==> src/rtl/alu_result_bcd.sv <==
// ============================================================================
// Module      : alu_result_bcd
// Description : Serial double-dabble converter from ALU result to sign + BCD.
// Revision    : 1.0 - initial release
// ============================================================================
`default_nettype none

module alu_result_bcd #(
    parameter int WIDTH  = 9,
    parameter int DIGITS = 3,
    parameter int SIGNED = 1
) (
    input  logic                  clk,
    input  logic                  reset,
    input  logic                  start,
    input  logic [WIDTH-1:0]      value,
    output logic                  busy,
    output logic                  done,
    output logic                  neg,
    output logic [4*DIGITS-1:0]   bcd,
    output logic                  ovf
);

    localparam int c_SW = 4*DIGITS + 4;
    localparam int c_CW = $clog2(WIDTH + 1);

    function automatic logic [63:0] pow10(input int n);
        logic [63:0] r;
        r = 64'd1;
        for (int i = 0; i < n; i++) begin
            r = r * 64'd10;
        end
        return r;
    endfunction

    localparam logic [63:0] c_LIMIT = pow10(DIGITS);

    typedef enum logic [0:0] {
        ST_IDLE  = 1'b0,
        ST_SHIFT = 1'b1
    } state_t;

    state_t              r_state;
    state_t              w_state_next;
    logic [c_SW-1:0]     r_scratch;
    logic [WIDTH-1:0]    r_mag;
    logic [c_CW-1:0]     r_cnt;
    logic                r_sign;
    logic                r_ovf_pend;
    logic                r_done;
    logic                r_neg;
    logic [4*DIGITS-1:0] r_bcd;
    logic                r_ovf;

    logic                w_in_neg;
    logic [WIDTH-1:0]    w_in_mag;
    logic [c_SW-1:0]     w_adj;
    logic [c_SW-1:0]     w_shifted;
    logic                w_last;

    assign w_in_neg = (SIGNED != 0) ? value[WIDTH-1] : 1'b0;
    assign w_in_mag = w_in_neg ? (~value + WIDTH'(1)) : value;

    for (genvar i = 0; i < DIGITS + 1; i++) begin : g_add3
        assign w_adj[4*i +: 4] = (r_scratch[4*i +: 4] >= 4'd5) ?
                                 (r_scratch[4*i +: 4] + 4'd3) : r_scratch[4*i +: 4];
    end

    assign w_shifted = {w_adj[c_SW-2:0], r_mag[WIDTH-1]};
    assign w_last    = (r_cnt == c_CW'(WIDTH - 1));

    always_comb begin
        w_state_next = r_state;
        case (r_state)
            ST_IDLE:  if (start)  w_state_next = ST_SHIFT;
            ST_SHIFT: if (w_last) w_state_next = ST_IDLE;
            default:              w_state_next = ST_IDLE;
        endcase
    end

    always_ff @(posedge clk) begin
        if (reset) begin
            r_state    <= ST_IDLE;
            r_scratch  <= '0;
            r_mag      <= '0;
            r_cnt      <= '0;
            r_sign     <= 1'b0;
            r_ovf_pend <= 1'b0;
            r_done     <= 1'b0;
            r_neg      <= 1'b0;
            r_bcd      <= '0;
            r_ovf      <= 1'b0;
        end else begin
            r_state <= w_state_next;
            r_done  <= 1'b0;
            case (r_state)
                ST_IDLE: begin
                    if (start) begin
                        r_sign     <= w_in_neg;
                        r_mag      <= w_in_mag;
                        r_scratch  <= '0;
                        r_cnt      <= '0;
                        r_ovf_pend <= (64'(w_in_mag) >= c_LIMIT);
                    end
                end
                ST_SHIFT: begin
                    r_scratch  <= w_shifted;
                    r_mag      <= r_mag << 1;
                    r_cnt      <= r_cnt + c_CW'(1);
                    // A bit pushed out of the guard nibble is sticky overflow too.
                    r_ovf_pend <= r_ovf_pend | w_adj[c_SW-1];
                    if (w_last) begin
                        r_bcd  <= w_shifted[4*DIGITS-1:0];
                        r_neg  <= r_sign;
                        r_ovf  <= r_ovf_pend | w_adj[c_SW-1] |
                                  (w_shifted[c_SW-1 -: 4] != 4'd0);
                        r_done <= 1'b1;
                    end
                end
                default: ;
            endcase
        end
    end

    assign busy = (r_state == ST_SHIFT);
    assign done = r_done;
    assign neg  = r_neg;
    assign bcd  = r_bcd;
    assign ovf  = r_ovf;

endmodule

`default_nettype wire
==> config.mk <==
export PLATFORM = sky130hd
export DESIGN_NAME = alu_result_bcd
export DESIGN_NICKNAME = d
export VERILOG_FILES = /design/src/rtl/alu_result_bcd.sv
export SDC_FILE = /design/constraint.sdc
export NUM_CORES = 1
export LEC_CHECK = 0
export BUFFER_PORTS_ARGS = -buffer_cell sky130_fd_sc_hd__buf_2
export CORE_MARGIN = 3
export CORE_UTILIZATION = 50
export CTS_CLUSTER_SIZE = 30
export DETAILED_ROUTE_END_ITERATION = 6
export GPL_ROUTABILITY_DRIVEN = 0
export PLACE_DENSITY_LB_ADDON = 0.12
export SLEW_MARGIN = 20
export SYNTH_ARGS = -nofsm -noshare
export SYNTH_HDL_FRONTEND = slang
export SYNTH_SLANG_ARGS = --single-unit
export TNS_END_PERCENT = 1
==> constraint.sdc <==
create_clock -name clk -period 2.2 [get_ports clk]
set_input_delay 0.22 -clock clk [delete_from_list [all_inputs] [get_ports clk]]
set_output_delay 0.22 -clock clk [all_outputs]
set_load 0.1 [all_outputs]
* Word-level counts from Yosys, hierarchy flattened
Cells that the tools add are included.
** Word-level totals
- Logic and storage cells :: 47
- Output and inout port bits :: 16
- Register bits after elaboration :: 47
** Operators by class
- Multiplexer cells :: 17
- Bitwise operators :: 4
- $add $sub $neg :: 6
- Eq/ne operators :: 2
- Reductions and logical operators :: 4
- Magnitude comparators :: 4
** Operators with widths (count)
- case mux 16 bit (2 select lines) :: 1
- 2-to-1 mux 4 bit :: 5
- 2-to-1 mux 9 bit :: 2
- case mux 9 bit (2 select lines) :: 1
- adder 4 x 2 -> 4 bit, second input constant :: 4
- greater-or-equal comparator 4 x 3 -> 1 bit, second input constant :: 4
- 2-to-1 mux 16 bit :: 1
- adder 9 x 1 -> 9 bit, second input constant :: 1
- inverter 9 bit :: 1
- case mux 4 bit (2 select lines) :: 1
- adder 4 x 1 -> 4 bit, second input constant :: 1
- == test 4 bit, second input constant :: 1
- 2-to-1 mux 1 bit :: 4
- case mux 1 bit (2 select lines) :: 2
- AND reduction 2 bit :: 2
- nonzero test 4 bit :: 1
- != test 2 bit, second input constant :: 1
- bitwise OR 1 bit :: 2
- OR reduction 2 bit :: 1
- inverter 1 bit :: 1

* Logic depth before layout (Yosys ltp)
Gate-level depths: netlist (run 1).
- Depth after elaboration :: 5
- Depth in mapped cells :: 6

* Least setup slack after synthesis (run 1)
No wires, ideal clock.
- Path kind :: register -> register
- From :: register r_state (netlist: busy)
- To :: register r_bcd[8] (netlist: bcd[8])
- Slack :: 236 ps
- Path buffers :: 1
- Library setup time :: 71 ps
- Period minus slack after synthesis :: 1964 ps
- Cell stages (with the launch flop) :: 5
- Arrival :: 1893 ps
- Cell sequence :: dfxtp_1 and4b_1 clkbuf_1 o21ai_0 a21oi_1
** On the way
- Word-level cells in the longest chain between the ends :: 1
** Ends and longest elaborated chain
- from (decl) :: line 43 : state_t r_state;
- from (signal assigned) :: line 94 : r_state <= w_state_next;
- AND reduction 2 bit (no source line)
- to (signal assigned) :: line 113 : r_bcd <= w_shifted[4*DIGITS-1:0];
- to (decl) :: line 52 : logic [4*DIGITS-1:0] r_bcd;
Every way passes these cells.
A chain may end at the register's enable or synchronous reset.

* Worst setup path in the final report (run 1)
- From :: register r_scratch[1]
- To :: register r_bcd[2] (netlist: bcd[2])
** On the way
- Word-level cells in the longest chain between the ends :: 2
- Elaborated cells between the ends (all ways) :: 3
** Ends and longest elaborated chain
- from (decl) :: line 45 : logic [c_SW-1:0] r_scratch;
- from (signal assigned) :: line 107 : r_scratch <= w_shifted;
- adder 4 x 2 -> 4 bit / greater-or-equal comparator 4 x 3 -> 1 bit (equally long branches) :: line 66, 65
- 2-to-1 mux 4 bit (*) :: line 65 : assign w_adj[4*i +: 4] = (r_scratch[4*i +: 4] >= 4'd5) ?
Mark *: on every way between the ends. The rest lies on a longest branch, timed or not.

==> metrics.txt, run 1 <==
Tcrit/Tclk final 0.733; Setup crit start kind register; final hold violations 0; WS Path Type register to register; first-pass iteration count of the detailed router 4; Synth Flop Type dfxtp_1; initial antenna violation count 0; # fillers 433; clock transition at the registers of the reported paths 90 ps; post-route ant nets 0; HPWL Detailed 3.54 mm; CTS Buf Count 5; RSZ-0062 raised after global routing no; Worst Path Arrival 1840 ps; Area contributors post-synth dfxtp_1 40%, ha_1 5.8%, a21oi_1 5.5%; required time worst endpoint 2430 ps; starting density of the core 0.531; Final setup viols 0; worst slack, placed 604 ps; Die Height 74.9 um; TritonCTS clock tree yes; max-slew headroom at the worst pin 0.545; area of the mapped netlist 2370 sq um; largest net degree at the start of global routing 23; IO buf count 27; yosys warns 0; vias per inst 5.60; GRT Total Usage 0.188; Remaining DRCs 0; FP Rows 24; ratio of cells with drive above 1 in the final layout 0.165; Longest Clk Path Bufs 2; Area Growth Syn to Fin 12.2%; Post-CTS Hold Buffers 0; nets@finish 337; Avg WL per Cell 13.8 um; Fmax 620 MHz; routed via count 2056; HP Class input port to register; syn_area_per_cell 8.33 sq um; reg2reg setup slack 590 ps; Setup Buffers After CTS 0; number of diodes 0; number of synthesized flops with an enable pin 0; slowest CP cell mux2_2; max_cap viols 0; Slew Limit Fails 0; DRT iter0 DRCs 85; Max rail drop VDD 412 uV; CP Capture Type register; worst-margin pin slew 680 ps; final critical-path setup slack 587 ps; post-cts sizing count 0; largest fanout on the critical path 3; worst path cell trace inv_1 > ha_1 > nand2b_1 > a21oi_1 > mux2_2 > o22ai_1; CTS H-Tree Depth 2; later-pin clock latency in the skew report 300 ps; PD cells 577 nW/um^2; CP max stage delay 390 ps; Final Critical Period 1610 ps; sequential share of the synthesized area 0.396; first-pass GRT wire length 8.23 mm; Yosys top cell by area dfxtp_1; outcome finished, final reports clean; FF+latch count, synth 47; WL final 5.06 mm; Synth async-reset ratio 0; Netlist cell types 40; Cells after Synth 285; Commonest cells post-synth 47 x dfxtp_1, 27 x nor2_1, 26 x a21oi_1; Core Region 4470 sq um; most common cell in the netlist dfxtp_1; clk_skew 5.10 ps; Die W 74.9 um; total grt overflow 0; setup_tns 0 ps; Synth top area share 0.396; vias in the first global route 1853; syn_nets 308; LEAKAGE 1.02 nW; I/O pin count 28; Clock Tree Root clkbuf_8; DIE AREA 5610 sq um; # clock sinks 47
## per-stage QoR
stage	instances	power, mW	hold slack, ps	utilization	area [sq um]
detailed placement	359	1.05	457	0.577	2580
floorplan	285	0.996	364	-	2370
global route	367	1.60	240	0.595	2660
finish	367	1.54	226	0.595	2660
global placement	359	1.05	443	0.577	2580
CTS	367	1.55	224	0.595	2660
## area by class of cell
| cell class | instances | area (sq um) | share of cell area |
|---|---|---|---|
| Sequential cell | 47 | 941 | 0.353 |
| Clock buffer | 5 | 68.8 | 0.0258 |
| Multi-Input combinational cell | 209 | 1320 | 0.495 |
| Timing Repair Buffer | 35 | 195 | 0.0733 |
| Clock inverter | 3 | 15.0 | 0.00564 |
| Tap cell | 52 | 65.1 | 0.0244 |
| Inverter | 16 | 60.1 | 0.0225 |
## sequential cells by signal (all words and copies together) (netlist names)
signal / count
r_scratch: 16
bcd: 12
r_mag: 9
r_cnt: 4
busy: 1
done: 1
neg: 1
ovf: 1
r_ovf_pend: 1
r_sign: 1
## per-layer routing
metal,routed length [um],track usage
met1,2440,0.238
met2,2390,0.327
met4,38,0.0356
met3,190,0.0441
met5,0,0
## power breakdown
group	internal, mW	switching, mW	total (mW)	leakage, nW
Combinational	0.0543	0.0965	0.151	0.591
Clock	0.218	0.291	0.509	0.0477
Sequential	0.865	0.0102	0.876	0.380
Total	1.14	0.398	1.54	1.02
## kinds of logic after synthesis
| family | count (synthesis) | synth area share |
|---|---|---|
| compound gates | 81 | 0.206 |
| buf+inv | 29 | 0.0485 |
| flops | 47 | 0.396 |
| fa+ha+maj | 11 | 0.0580 |
| xor+xnor | 7 | 0.0258 |
| mux | 9 | 0.0395 |
| simple gates | 101 | 0.226 |
## cell usage in the layout (no fill, tap or decap), types with 4 or more instances in the layout
cell type	instances
or3_1	5
nand2b_1	16
clkbuf_8	5
a21oi_1	26
buf_2	27
ha_1	11
nand2_1	13
nor3b_1	10
buf_4	8
and2_1	4
dfxtp_1	47
nor2_1	27
inv_1	14
mux2i_1	6
nand3_1	10
o21ai_0	25
nor3_1	8
a311oi_1	4
xnor2_1	6
o22ai_1	6
## worst paths after layout
kind | cells after the start | start | end
worst max-delay path | 6 | r_scratch[1] | bcd[2]
worst max register to register | 6 | r_scratch[1] | bcd[2]
worst min register to register | 2 | r_mag[2] | r_mag[3]
worst min-delay path | 3 | value[7] | r_mag[7]
## worst max-delay path: cells and delay by family (launching register included)
| kind | cells | cell delay, ps |
|---|---|---|
| AO/OA/AOI/OAI | 2 | 380 |
| buffers and inverters | 1 | 90 |
| multiplexers | 1 | 390 |
| adder cells (fa/ha/maj) | 1 | 180 |
| flip-flops | 1 | 360 |
| AND/OR/NAND/NOR | 1 | 140 |
No activity file was read; power rests on OpenSTA's default activity.
==> run 2, diff against run 1 <==
--- a/config.mk
+++ b/config.mk
@@ -5,6 +5,7 @@
 export SDC_FILE = /design/constraint.sdc
 export NUM_CORES = 1
 export LEC_CHECK = 0
+export ABC_AREA = 1
 export BUFFER_PORTS_ARGS = -buffer_cell sky130_fd_sc_hd__buf_2
 export CORE_MARGIN = 3
 export CORE_UTILIZATION = 50
==> constraint.sdc (replaced) <==
create_clock -name clk -period 1.5 [get_ports clk]
set_input_delay 0.15 -clock clk [delete_from_list [all_inputs] [get_ports clk]]
set_output_delay 0.15 -clock clk [all_outputs]
set_load 0.1 [all_outputs]
==> run 2 against run 1 <==
  * Die area rose by 0.24%
  * Clock skew fell by 1.6 ps
  * Critical path depth rose by 2
  * Flip-flop and latch count did not move
  * Worst setup slack got worse by 460 ps
  * Clock-buffer cell count rose by 1
  * Non-clock buffer count rose by 1
  * First-iteration DRC count rose by 1.2%
  * Global-route usage rose by 0.67 points
  * Maximum frequency rose by 17%
  * Largest cell class unchanged
  * Largest power group unchanged
==> metrics.txt, run 2 <==
final core utilization 0.617 (was 0.595); Setup Buffers After CTS 0 (unchanged); Core Region 4470 sq um (unchanged); total grt overflow 0 (unchanged); ratio of cells with drive above 1 in the final layout 0.173 (was 0.165); vias in the first global route 1936 (was 1853); PD cells 886 nW/um^2 (was 577 nW/um^2); area of the mapped netlist 2380 sq um (was 2370 sq um); met2 wire len 2.21 mm (was 2.39 mm); Avg WL per Cell 11.8 um (was 13.8 um); Synth Area in XOR/XNOR 0.00368 (was 0.0258); required time worst endpoint 1730 ps (was 2430 ps); Clock Tree Root clkbuf_8 (unchanged); largest net degree at the start of global routing 19 (was 23); worst path cell trace inv_1 > ha_1 > inv_1 > nand2_1 > nand2_1 > o21ai_0 > nand3_1 > a21oi_1 (was inv_1 > ha_1 > nand2b_1 > a21oi_1 > mux2_2 > o22ai_1); max_cap viols 0 (unchanged); met3 wire length 145 um (was 190 um); Fmax 727 MHz (was 620 MHz); setup_tns 0 ps (unchanged); IO buf count 27 (unchanged); post-cts sizing count 0 (unchanged); nets@finish 393 (was 337); starting density of the core 0.532 (was 0.531); Final Critical Period 1380 ps (was 1610 ps); Netlist cell types 27 (was 40); Tcrit/Tclk final 0.917 (was 0.733); post-synthesis compound-gate area fraction 0.151 (was 0.206); CP Capture Type register (unchanged); number of diodes 0 (unchanged); DRT iter0 DRCs 86 (was 85); worst-margin pin slew 487 ps (was 680 ps); Die Height 75.0 um (was 74.9 um); sequential share of the synthesized area 0.395 (was 0.396); Area contributors post-synth dfxtp_1 40%, nand2_1 13%, nand3_1 9.7% (was dfxtp_1 40%, ha_1 5.8%, a21oi_1 5.5%); I/O pin count 28 (unchanged); Longest Clk Path Bufs 2 (unchanged); HP Class input port to register (unchanged); clk_skew 3.54 ps (was 5.10 ps); simple-gate share of the synthesized area 0.298 (was 0.226); Synth top area share 0.395 (was 0.396); CTS H-Tree Depth 2 (unchanged); WS Path Type register to register (unchanged); Synth Flop Type dfxtp_1 (unchanged); final hold violations 0 (unchanged); Slew Limit Fails 0 (unchanged); post-synthesis adder-cell area fraction 0.0578 (was 0.0580); CTS Buf Count 5 (unchanged); Die W 75.0 um (was 74.9 um); post-route ant nets 0 (unchanged); max reg flops 16 (unchanged); clock transition at the registers of the reported paths 80 ps (was 90 ps); Setup crit start kind register (unchanged); post-synthesis mux area share 0 (was 0.0395); WL final 4.97 mm (was 5.06 mm); # clock sinks 47 (unchanged); max-slew headroom at the worst pin 0.678 (was 0.545); later-pin clock latency in the skew report 300 ps (about the same); slowest CP cell dfxtp_1 (was mux2_2); routed via count 2201 (was 2056); most frequent cells in the layout 85 x nand2_1, 44 x nand3_1, 42 x dfxtp_1 (was 47 x dfxtp_1, 27 x nor2_1, 27 x buf_2); DIE AREA 5630 sq um (was 5610 sq um); largest register by flop count r_scratch (unchanged); Worst Hold Path Cells 3 (unchanged); Max rail drop VDD 596 uV (was 412 uV); syn_area_per_cell 7.04 sq um (was 8.33 sq um); RSZ-0062 raised after global routing yes (was no); GRT Total Usage 0.195 (was 0.188); Synth async-reset ratio 0 (unchanged); Final setup viols 0 (unchanged); R2R cell count 8 (was 6); number of synthesized flops with an enable pin 0 (unchanged); largest family of logic cells by synthesized area simple AND/OR/NAND/NOR gates (unchanged); first-pass iteration count of the detailed router 4 (unchanged); Post-CTS Hold Buffers 0 (unchanged); WHS 99.3 ps (was 226 ps); yosys warns 0 (unchanged); most common cell in the netlist nand2_1 (was dfxtp_1); Metal-1 WL 2.50 mm (was 2.44 mm); CP Depth 8 (was 6); vias per inst 5.20 (was 5.60); Buf+Inv Stages, Crit Path 2 (was 1); HPWL Detailed 3.74 mm (was 3.54 mm); Yosys top cell by area dfxtp_1 (unchanged); FF+latch count, synth 47 (unchanged); Largest delay share family, worst path compound AO/OA/AOI/OAI gates (was multiplexers); Area Growth Syn to Fin 16.0% (was 12.2%); total power 2.45 mW (was 1.54 mW); TritonCTS clock tree yes (unchanged); commonest non-fill, non-tap cell in the layout nand2_1 (was dfxtp_1); Cells after Synth 338 (was 285); Commonest cells post-synth 85 x nand2_1, 47 x dfxtp_1, 46 x nand3_1 (was 47 x dfxtp_1, 27 x nor2_1, 26 x a21oi_1); LEAKAGE 1.24 nW (was 1.02 nW); CP max stage delay 330 ps (was 390 ps); Worst Path Arrival 1610 ps (was 1840 ps); outcome finished, final reports clean (unchanged); Top Layer Used met4 (unchanged); FP Rows 24 (unchanged); syn_nets 361 (was 308); largest fanout on the critical path 3 (unchanged); Remaining DRCs 0 (unchanged); first-pass GRT wire length 8.31 mm (was 8.23 mm); initial antenna violation count 0 (unchanged)
run 2: layout make-up:
type,instances,area (sq um)
fillers,429,1710
repair buffers,36,230
inverters,44,166
well taps,52,65.1
clock buffers,6,82.6
clock inverters,2,35.0
flip-flops and latches,47,952
multi-input cells,236,1230
run 2: report_power, final:
part           internal (mW)  leakage (nW)  switching [mW]  total, mW
combinational         0.0773         0.792           0.134      0.211
clock                  0.539        0.0612           0.412      0.951
sequential              1.27         0.383          0.0197       1.29
run 2: layer usage:
metal,vias up,global-route usage
met5,-,0
met4,0,0.0949
met3,11,0.0414
met2,26,0.306
met1,987,0.254
li1,1177,-
run 2: cell families after synthesis:
kind of cell               Yosys count
xor gates and xnor gates             1
buffers and inverters               55
and+or+nand+nor                    158
adders and majority gates           11
DFF                                 47
AOI/OAI and AO/OA                   66
run 2: worst paths after layout:
| check | end | from | slack [ps] |
|---|---|---|---|
| setup reg to reg | r_scratch[9] | r_scratch[9] | 130 |
| setup / recovery | r_scratch[9] | r_scratch[9] | 130 |
| hold / removal | r_mag[0] | value[0] | 100 |
| hold reg to reg | bcd[2] | bcd[2] | 470 |
run 2: worst register-to-register path: cells and delay by family (launching register included):
kind / cells / cell delay [ps]
and+or+nand+nor: 3 / 300
buffers and inverters: 2 / 140
AOI/OAI and AO/OA: 2 / 380
adders and majority gates: 1 / 170
DFF: 1 / 330
run 2: metrics by stage:
stage | worst slack (ps) | instances | instance area (sq um)
finish | 125 | 423 | 2760
CTS | 34.4 | 423 | 2740
floorplan | 64.7 | 338 | 2380
global route | -17.9 | 423 | 2760
detailed placement | 85.5 | 415 | 2620
global placement | 130 | 415 | 2620
==> run 3, diff against run 2 <==
--- a/config.mk
+++ b/config.mk
@@ -7,6 +7,7 @@
 export LEC_CHECK = 0
 export ABC_AREA = 1
 export BUFFER_PORTS_ARGS = -buffer_cell sky130_fd_sc_hd__buf_2
+export CORE_ASPECT_RATIO = 1.75
 export CORE_MARGIN = 3
 export CORE_UTILIZATION = 50
 export CTS_CLUSTER_SIZE = 30
==> run 3 against run 2 <==
  * Sequential share of layout area rose by 0.51 points
  * Global-route usage down 0.19 points
  * Register-to-register slack improved by 20 ps
  * Combinational power decreased by 3%
  * Clock power fell by 20%
  * Non-clock buffer count is 1 lower
  * Die area is 0.58% higher
  * Utilization is 1.3 points lower
  * Clock skew up 5.1 ps
  * Design area fell by 1.9%
  * Clock-buffer cell count unchanged
  * Worst setup slack gained 9.6 ps
==> metrics.txt, run 3 (synthesis results as in run 2) <==
Critical Path End busy (was r_scratch[9]); Final setup viols 0 (unchanged); post-route ant nets 0 (unchanged); DIE AREA 5660 sq um (was 5630 sq um); GRT Total Usage 0.193 (was 0.195); RSZ-0062 raised after global routing yes (unchanged); HPWL Detailed 3.79 mm (was 3.74 mm); switch share 0.244 (was 0.231); Setup crit start kind register (unchanged); PD cells 831 nW/um^2 (was 886 nW/um^2); Buf+Inv Stages, Crit Path 2 (unchanged); number of diodes 0 (unchanged); WS Path Type register to output port (was register to register); first-pass iteration count of the detailed router 5 (was 4); nets@finish 392 (was 393); Area Growth Syn to Fin 13.9% (was 16.0%); internal power 1.70 mW (was 1.88 mW); TritonCTS clock tree yes (unchanged); Die W 58.2 um (was 75.0 um); Remaining DRCs 0 (unchanged); Setup Buffers After CTS 0 (unchanged); CTS Buf Count 5 (unchanged); Placed Cells 413 (was 415); later-pin clock latency in the skew report 290 ps (was 300 ps); max_cap viols 0 (unchanged); Post-Layout Inst Area 2710 sq um (was 2760 sq um); HP Class input port to register (unchanged); first-pass GRT wire length 8.78 mm (was 8.31 mm); met3 wire length 134 um (was 145 um); Die Height 97.3 um (was 75.0 um); Switching Power 0.550 mW (was 0.565 mW); reg2reg setup slack 140 ps (was 130 ps); WL final 4.98 mm (was 4.97 mm); slowest CP cell dfxtp_2 (was dfxtp_1); most frequent cells in the layout 83 x nand2_1, 45 x nand3_1, 41 x dfxtp_1 (was 85 x nand2_1, 44 x nand3_1, 42 x dfxtp_1); worst flop-to-flop path startpoint r_scratch[4] (was r_scratch[9]); Top Layer Used met4 (unchanged); CP Capture Type output port (was register); largest register by flop count r_scratch (unchanged); Gate power share 0.091 (was 0.086); final hold violations 0 (unchanged); total power 2.25 mW (was 2.45 mW); Tcrit/Tclk final 0.910 (was 0.917); post-placement cell area 2600 sq um (was 2620 sq um); max-slew headroom at the worst pin 0.679 (was 0.678); R2R cell count 6 (was 8); critical path startpoint busy (was r_scratch[9]); vias per inst 5.25 (was 5.20); Fmax 732 MHz (was 727 MHz); clock transition at the registers of the reported paths 90 ps (was 80 ps); total grt overflow 0 (unchanged); Post-CTS Hold Buffers 0 (unchanged); Slew Limit Fails 0 (unchanged); Clock Tree Root clkbuf_8 (unchanged); routed via count 2207 (was 2201); Max rail drop VDD 701 uV (was 596 uV); vias in the first global route 2141 (was 1936); final critical-path setup slack 135 ps (was 125 ps); largest net degree at the start of global routing 26 (was 19); Flop pwr share 0.572 (was 0.525); DRT iter0 DRCs 41 (was 86); outcome finished, final reports clean (unchanged); worst path cell trace buf_4 > buf_12 (was inv_1 > ha_1 > inv_1 > nand2_1 > nand2_1 > o21ai_0 > nand3_1 > a21oi_1); clk_skew 8.62 ps (was 3.54 ps); # clock sinks 47 (unchanged); Final Critical Period 1370 ps (was 1380 ps); Core Region 4480 sq um (was 4470 sq um); required time worst endpoint 1350 ps (was 1730 ps); FP Rows 32 (was 24); commonest non-fill, non-tap cell in the layout nand2_1 (unchanged); Worst Path Arrival 1220 ps (was 1610 ps); max reg flops 16 (unchanged); I/O pin count 28 (unchanged); Metal-1 WL 2.11 mm (was 2.50 mm); final core utilization 0.605 (was 0.617); Avg WL per Cell 11.9 um (was 11.8 um); CP Depth 2 (was 8); initial antenna violation count 0 (unchanged); largest fanout on the critical path 10 (was 3); Clk pwr share 0.338 (was 0.388); worst-margin pin slew 485 ps (was 487 ps); ratio of cells with drive above 1 in the final layout 0.176 (was 0.173); Reg-to-Reg End r_scratch[7] (was r_scratch[9]); final std cells w/o fill 420 (was 423); Largest delay share family, worst path flip-flops (was compound AO/OA/AOI/OAI gates); starting density of the core 0.531 (was 0.532); worst slack, placed 64.2 ps (was 85.5 ps); Longest Clk Path Bufs 2 (unchanged); met2 wire len 2.66 mm (was 2.21 mm); IO buf count 27 (unchanged); CTS H-Tree Depth 2 (unchanged); LEAKAGE 1.21 nW (was 1.24 nW); post-cts sizing count 0 (unchanged); CP max stage delay 510 ps (was 330 ps)
==> run 3: changes by cell type in the layout (fill, tap and decap cells not counted), sizes merged <==
cell and delta:
buf -1, bufinv -1
==> run 3: worst min path at each step <==
stage	from	to	slack (ps)	cells past startpoint
floorplan	value[0]	r_mag[0]	290	2
global placement	value[0]	r_mag[0]	420	3
detailed placement	value[0]	r_mag[0]	430	3
CTS	value[0]	r_mag[0]	110	3
global route	value[0]	r_mag[0]	150	3
finish	value[0]	r_mag[0]	120	3
==> run 3: power by group through the flow <==
stage	Combinational (mW)	Sequential, mW	Clock (mW)
2_1_floorplan	0.127	1.33	0
4_1_cts	0.207	1.29	0.781
3_5_place_dp	0.206	1.32	0
5_1_grt	0.232	1.29	0.828
6_report	0.204	1.29	0.761
3_3_place_gp	0.204	1.32	0
==> run 3: layer usage <==
layer / track usage / up-vias
li1: - / 1174
met2: 0.358 / 37
met3: 0.0293 / 5
met1: 0.208 / 991
met4: 0.0750 / 0
met5: 0 / -
==> run 3: cell type report <==
class / count / area (sq um)
sequential: 47 / 948
tap: 51 / 63.8
fill: 464 / 1770
clock inverter: 1 / 5.00
clock buffer: 6 / 82.6
inverter: 44 / 166
multi-input combinational: 236 / 1230
timing repair buffer: 35 / 210
==> run 3: through the flow <==
step / setup TNS (ps) / hold slack (ps)
final: 0 / 118
after global routing: -6.39 / 147
after CTS: 0 / 111
after detailed placement: 0 / 426
after global placement: 0 / 422
after floorplan: 0 / 293
==> run 3: worst min-delay path, delay by kind of cell <==
family | cells | cell delay, ps
buffers and inverters | 1 | 100
and+or+nand+nor | 1 | 60
AOI/OAI and AO/OA | 1 | 50
